[src/rtl/alu_pkg.sv]
// Shared definitions for the datapath ALU and the shift-and-add multiply sequencer.
package alu_pkg;

  localparam int ALU_WIDTH = 16;

  localparam logic [1:0] ALUOP_SLLI = 2'b01;
  localparam logic [1:0] ALUOP_ADD  = 2'b10;
  localparam logic [1:0] ALUOP_SUB  = 2'b11;

  typedef enum logic [1:0] {
    SEQ_IDLE  = 2'b00,
    SEQ_ADD   = 2'b01,
    SEQ_SHIFT = 2'b10,
    SEQ_DONE  = 2'b11
  } seq_state_e;

  // The sequencer owns the ALU only while it is stepping through ADD/SHIFT.
  function automatic logic seq_owns_alu(input seq_state_e st);
    return (st == SEQ_ADD) || (st == SEQ_SHIFT);
  endfunction

endpackage

[src/rtl/alu_mul_sequencer.sv]
// Multi-cycle WIDTH x WIDTH (low half) multiplier that borrows the shared ALU
// for shift-and-add; every output is registered from the next-state values.
module alu_mul_sequencer
  import alu_pkg::*;
#(
  parameter int WIDTH = ALU_WIDTH,
  parameter int CNT_W = 5
) (
  input  logic             clk,
  input  logic             reset,
  input  logic             start,
  input  logic [WIDTH-1:0] op_a,
  input  logic [WIDTH-1:0] op_b,
  output logic             ready,
  output logic             alu_own,
  output logic [WIDTH-1:0] alu_a,
  output logic [WIDTH-1:0] alu_b,
  output logic [1:0]       alu_op,
  input  logic [WIDTH-1:0] alu_result,
  output logic             done,
  output logic [WIDTH-1:0] product
);

  localparam logic [CNT_W-1:0] CNT_LAST = CNT_W'(WIDTH);

  seq_state_e       state_q, state_d;
  logic [WIDTH-1:0] m_q, m_d;
  logic [WIDTH-1:0] q_q, q_d;
  logic [WIDTH-1:0] p_q, p_d;
  logic [CNT_W-1:0] cnt_q, cnt_d;
  logic [WIDTH-1:0] product_q, product_d;
  logic             done_q, done_d;
  logic             ready_q, ready_d;
  logic             alu_own_q, alu_own_d;
  logic [WIDTH-1:0] alu_a_q, alu_a_d;
  logic [WIDTH-1:0] alu_b_q, alu_b_d;
  logic [1:0]       alu_op_q, alu_op_d;

  // Next-state logic for the controller and the M/Q/P/count working registers.
  always_comb begin
    state_d = state_q;
    m_d     = m_q;
    q_d     = q_q;
    p_d     = p_q;
    cnt_d   = cnt_q;
    case (state_q)
      SEQ_IDLE: begin
        if (start) begin
          m_d     = op_a;
          q_d     = op_b;
          p_d     = '0;
          cnt_d   = '0;
          state_d = (op_b == '0) ? SEQ_DONE : SEQ_ADD;
        end else begin
          state_d = SEQ_IDLE;
        end
      end
      SEQ_ADD: begin
        if (q_q[0]) begin
          p_d = alu_result;
        end else begin
          p_d = p_q;
        end
        state_d = SEQ_SHIFT;
      end
      SEQ_SHIFT: begin
        m_d   = alu_result;
        q_d   = q_q >> 1;
        cnt_d = cnt_q + {{(CNT_W-1){1'b0}}, 1'b1};
        // Stop early once no multiplier bits remain.
        if ((q_d == '0) || (cnt_d == CNT_LAST)) begin
          state_d = SEQ_DONE;
        end else begin
          state_d = SEQ_ADD;
        end
      end
      SEQ_DONE: begin
        state_d = SEQ_IDLE;
      end
      default: begin
        state_d = SEQ_IDLE;
      end
    endcase
  end

  // Output values for the upcoming state, so ALU drive is ready at the edge
  // that enters ADD/SHIFT and alu_result is valid within that same cycle.
  always_comb begin
    ready_d   = (state_d == SEQ_IDLE);
    done_d    = (state_d == SEQ_DONE);
    alu_own_d = seq_owns_alu(state_d);
    alu_a_d   = '0;
    alu_b_d   = '0;
    alu_op_d  = ALUOP_ADD;
    if (state_d == SEQ_DONE) begin
      product_d = p_d;
    end else begin
      product_d = product_q;
    end
    case (state_d)
      SEQ_ADD: begin
        alu_a_d  = p_d;
        alu_b_d  = m_d;
        alu_op_d = ALUOP_ADD;
      end
      SEQ_SHIFT: begin
        alu_a_d  = m_d;
        alu_b_d  = {{(WIDTH-1){1'b0}}, 1'b1};
        alu_op_d = ALUOP_SLLI;
      end
      default: begin
        alu_a_d  = '0;
        alu_b_d  = '0;
        alu_op_d = ALUOP_ADD;
      end
    endcase
  end

  // State and output registers with synchronous reset.
  always_ff @(posedge clk) begin
    if (reset) begin
      state_q   <= SEQ_IDLE;
      m_q       <= '0;
      q_q       <= '0;
      p_q       <= '0;
      cnt_q     <= '0;
      product_q <= '0;
      done_q    <= 1'b0;
      ready_q   <= 1'b1;
      alu_own_q <= 1'b0;
      alu_a_q   <= '0;
      alu_b_q   <= '0;
      alu_op_q  <= ALUOP_ADD;
    end else begin
      state_q   <= state_d;
      m_q       <= m_d;
      q_q       <= q_d;
      p_q       <= p_d;
      cnt_q     <= cnt_d;
      product_q <= product_d;
      done_q    <= done_d;
      ready_q   <= ready_d;
      alu_own_q <= alu_own_d;
      alu_a_q   <= alu_a_d;
      alu_b_q   <= alu_b_d;
      alu_op_q  <= alu_op_d;
    end
  end

  assign ready   = ready_q;
  assign done    = done_q;
  assign product = product_q;
  assign alu_own = alu_own_q;
  assign alu_a   = alu_a_q;
  assign alu_b   = alu_b_q;
  assign alu_op  = alu_op_q;

endmodule

[config.mk]
export PLATFORM = sky130hd
export DESIGN_NAME = alu_mul_sequencer
export DESIGN_NICKNAME = d
export VERILOG_FILES = /design/src/rtl/alu_pkg.sv /design/src/rtl/alu_mul_sequencer.sv
export SDC_FILE = /design/constraint.sdc
export NUM_CORES = 1
export LEC_CHECK = 0
export ABC_AREA = 0
export ABC_CLOCK_PERIOD_IN_PS = 2600
export CORE_ASPECT_RATIO = 0.9
export CORE_MARGIN = 2
export CORE_UTILIZATION = 45
export CTS_CLUSTER_SIZE = 24
export DETAILED_ROUTE_END_ITERATION = 10
export HOLD_SLACK_MARGIN = 0.08
export PLACE_DENSITY = 0.74
export SLEW_MARGIN = 25
export SYNTH_ARGS = -nofsm -noshare
export SYNTH_HDL_FRONTEND = slang
export SYNTH_SLANG_ARGS = --single-unit
[constraint.sdc]
create_clock -name clk -period 2.6 [get_ports clk]
set_input_delay 0.52 -clock clk [delete_from_list [all_inputs] [get_ports clk]]
set_output_delay 0.52 -clock clk [all_outputs]
set_load 0.01 [all_outputs]
==> results.json <==
{
  "place_hpwl_um": 7530,
  "fin_util": 0.612,
  "wl_um": 10600,
  "nFillCells": 749,
  "cp.required_ns": 2.83,
  "synth.avg_cell_area_um2": 9.72,
  "drive_gt1_frac": 0.143,
  "cts_resized": 0,
  "synth_cells": 435,
  "root_buffer": "clkbuf_8",
  "fin_crit_ns": 2.36,
  "cpLargestDelayFamily": "simple AND/OR/NAND/NOR gates",
  "dieArea_um2": 10200,
  "power_frac_comb": 0.165,
  "pin_count": 104,
  "ys_async_sr_fraction": 0,
  "postRouteAntennaNets": 0,
  "place.gp.congestion": 0.807,
  "postCtsSetupBuffers": 0,
  "cts.sinks": 108,
  "numCtsBuffers": 9,
  "cts_tree": "yes",
  "critPathMaxFanout": 32,
  "p_leak_nw": 2.02,
  "critPathMaxStageDelay_ns": 0.42,
  "switching_share": 0.272,
  "num_rows": 33,
  "yosysTopAreaCell": "dfxtp_1",
  "path_buf_inv": 2,
  "yosys_register_bits": 108,
  "grt-ovfl-total": 0,
  "timing.fmax_ghz": 0.424,
  "switchingPower_uw": 885,
  "hold_class": "in -> reg",
  "clock_power_share": 0.285,
  "ff2ff_setup_slack_ns": 0.27,
  "die_x_um": 106,
  "synth_edf_count": 0,
  "hold_slack_ns": 0.443,
  "cts_buffer_depth": 2,
  "final.period_utilization": 0.907,
  "outcome": "finished, final reports clean",
  "critPathLaunchType": "primary input",
  "wire_per_inst_um": 16.1,
  "drc": 0,
  "critical_path.endpoint_type": "flop",
  "tightest_slew_ns": 0.895,
  "antenna_found_initial": 0,
  "coreArea_um2": 9130,
  "irDropWorstVdd_v": 0.000303,
  "viasPerCell": 5.55,
  "yosysMostFrequentCell": "dfxtp_1",
  "io_buffer_count": 103,
  "start_util": 0.463,
  "hold_viol": 0,
  "drtIter0Drc": 198,
  "grt_usage": 0.215,
  "htree_levels": 3,
  "syn_area_um2": 4230,
  "maxCapViolCount": 0,
  "die_h_um": 96.0,
  "final_nets": 589,
  "yosysUniqueCellTypes": 41,
  "setup_viol": 0,
  "insertion_delay_ns": 0.36,
  "grt_pass1_vias": 3510,
  "rsz0062_at_grt": "false",
  "pwr_density_cell_nw_per_um2": 582,
  "grt_pass1_wl_um": 17300,
  "grt_max_degree": 34,
  "slowest_stage": "clkdlybuf4s50_1",
  "antenna_cells": 0,
  "ys_seq_area_frac": 0.511,
  "synth_area_leaders": "dfxtp_1 51%, nor2_1 8.0%, a22o_1 7.2%",
  "final-max-slew-violation-count": 0,
  "critPathArrivalTime_ns": 2.59,
  "path_clk_slew_ns": 0.09,
  "drt-pass1-iter-count": 5,
  "syn_nets": 491,
  "ys_warn_count": 0,
  "synth_flop_cell": "dfxtp_1",
  "via_count": 3659,
  "area_growth_pct": 32.1,
  "max-slew-margin-rel": 0.403,
  "power.internal_mw": 2.37,
  "fin_skew_ns": 0.0119,
  "synth_common_cells": "108 x dfxtp_1, 90 x nor2_1, 36 x nand2_1",
  "synth_top_cell_area_share": 0.511,
  "path_class": "in -> reg",
  "sequentialPowerShare": 0.549,
  "cp_cell_sequence": "clkdlybuf4s50_1, nor4_1, nand3_1, o221ai_1, ha_1, nor2b_1, nand2_1, buf_12, o22ai_1",
  "cts_hold_buf": 0
}
-- power by group through the flow --
stage	clock network [mW]	registers (mW)	logic, mW
floorplan	0	1.82	0.300
global placement	0	1.82	0.524
detailed placement	0	1.82	0.536
CTS	0.944	1.79	0.540
global route	1.02	1.80	0.587
finish	0.928	1.79	0.538
-- worst register-to-register path, cell delays in order, from the launching register on --
cell and delay (ns):
dfxtp_1 0.34, nor4_1 0.41, nand4_1 0.16, o21a_1 0.17
o221ai_1 0.26, ha_1 0.28, nor2b_1 0.16, nand2_1 0.12
buf_12 0.19, o22ai_1 0.12
-- metal layers --
metal,share of wire,track usage
met1,0.44,0.281
met5,0,0
met4,0.011,0.0461
met3,0.064,0.0508
met2,0.48,0.365
-- cells by family after synthesis --
kind of cell	share of synthesized area
AO/OA/AOI/OAI	0.276
buffers and inverters	0.0453
flip-flops	0.511
AND/OR/NAND/NOR	0.152
adder cells (fa/ha/maj)	0.0148
-- worst paths after layout --
path,start,end,cells after the start
worst max-delay path,op_b[9],alu_a[13],9
worst min-delay path,reset,q_q[15],2
worst max register to register,q_q[8],alu_a[13],9
worst min register to register,product[4],product[4],2
-- final cells by class --
cell class / count / area, µm² / area share
inverters: 5 / 18.8 / 0.00336
clock buffers: 10 / 138 / 0.0246
well taps: 122 / 153 / 0.0273
flip-flops and latches: 108 / 2160 / 0.387
repair buffers: 121 / 1200 / 0.215
clock inverters: 5 / 37.5 / 0.00672
multi-input cells: 288 / 1880 / 0.337
-- placed cells by master, fill, tap and decap left out, types with 6 or more instances in the layout --
cell and n:
nor4_1 6, clkbuf_8 10, a22oi_1 7, clkdlybuf4s50_1 102, a311oi_2 15, a211oi_2 10, a22oi_2 10, a21oi_1 19
dfxtp_1 108, a211oi_1 7, nor2_1 90, o22ai_1 16, a22o_1 35, buf_4 15, nand2_1 36
-- flip-flops by register name, summed over array words and instances, names as in the netlist, 5 cells and up --
signal / count
alu_b: 16
m_q: 16
cnt_q: 5
alu_a: 16
q_q: 16
p_q: 16
product: 16
-- stage by stage --
| step | power (mW) | worst slack [ns] | area [µm²] | instances | setup TNS [ns] |
|---|---|---|---|---|---|
| 3_5_place_dp | 2.36 | -0.108 | 5410 | 644 | -2.67 |
| 6_report | 3.25 | 0.242 | 5590 | 659 | 0 |
| 2_1_floorplan | 2.12 | 0.370 | 4230 | 435 | 0 |
| 5_1_grt | 3.40 | 0.0852 | 5590 | 659 | 0 |
| 3_3_place_gp | 2.35 | -0.0153 | 5410 | 644 | -0.165 |
| 4_1_cts | 3.27 | 0.279 | 5590 | 659 | 0 |
Power figures use the tool's default switching activity.
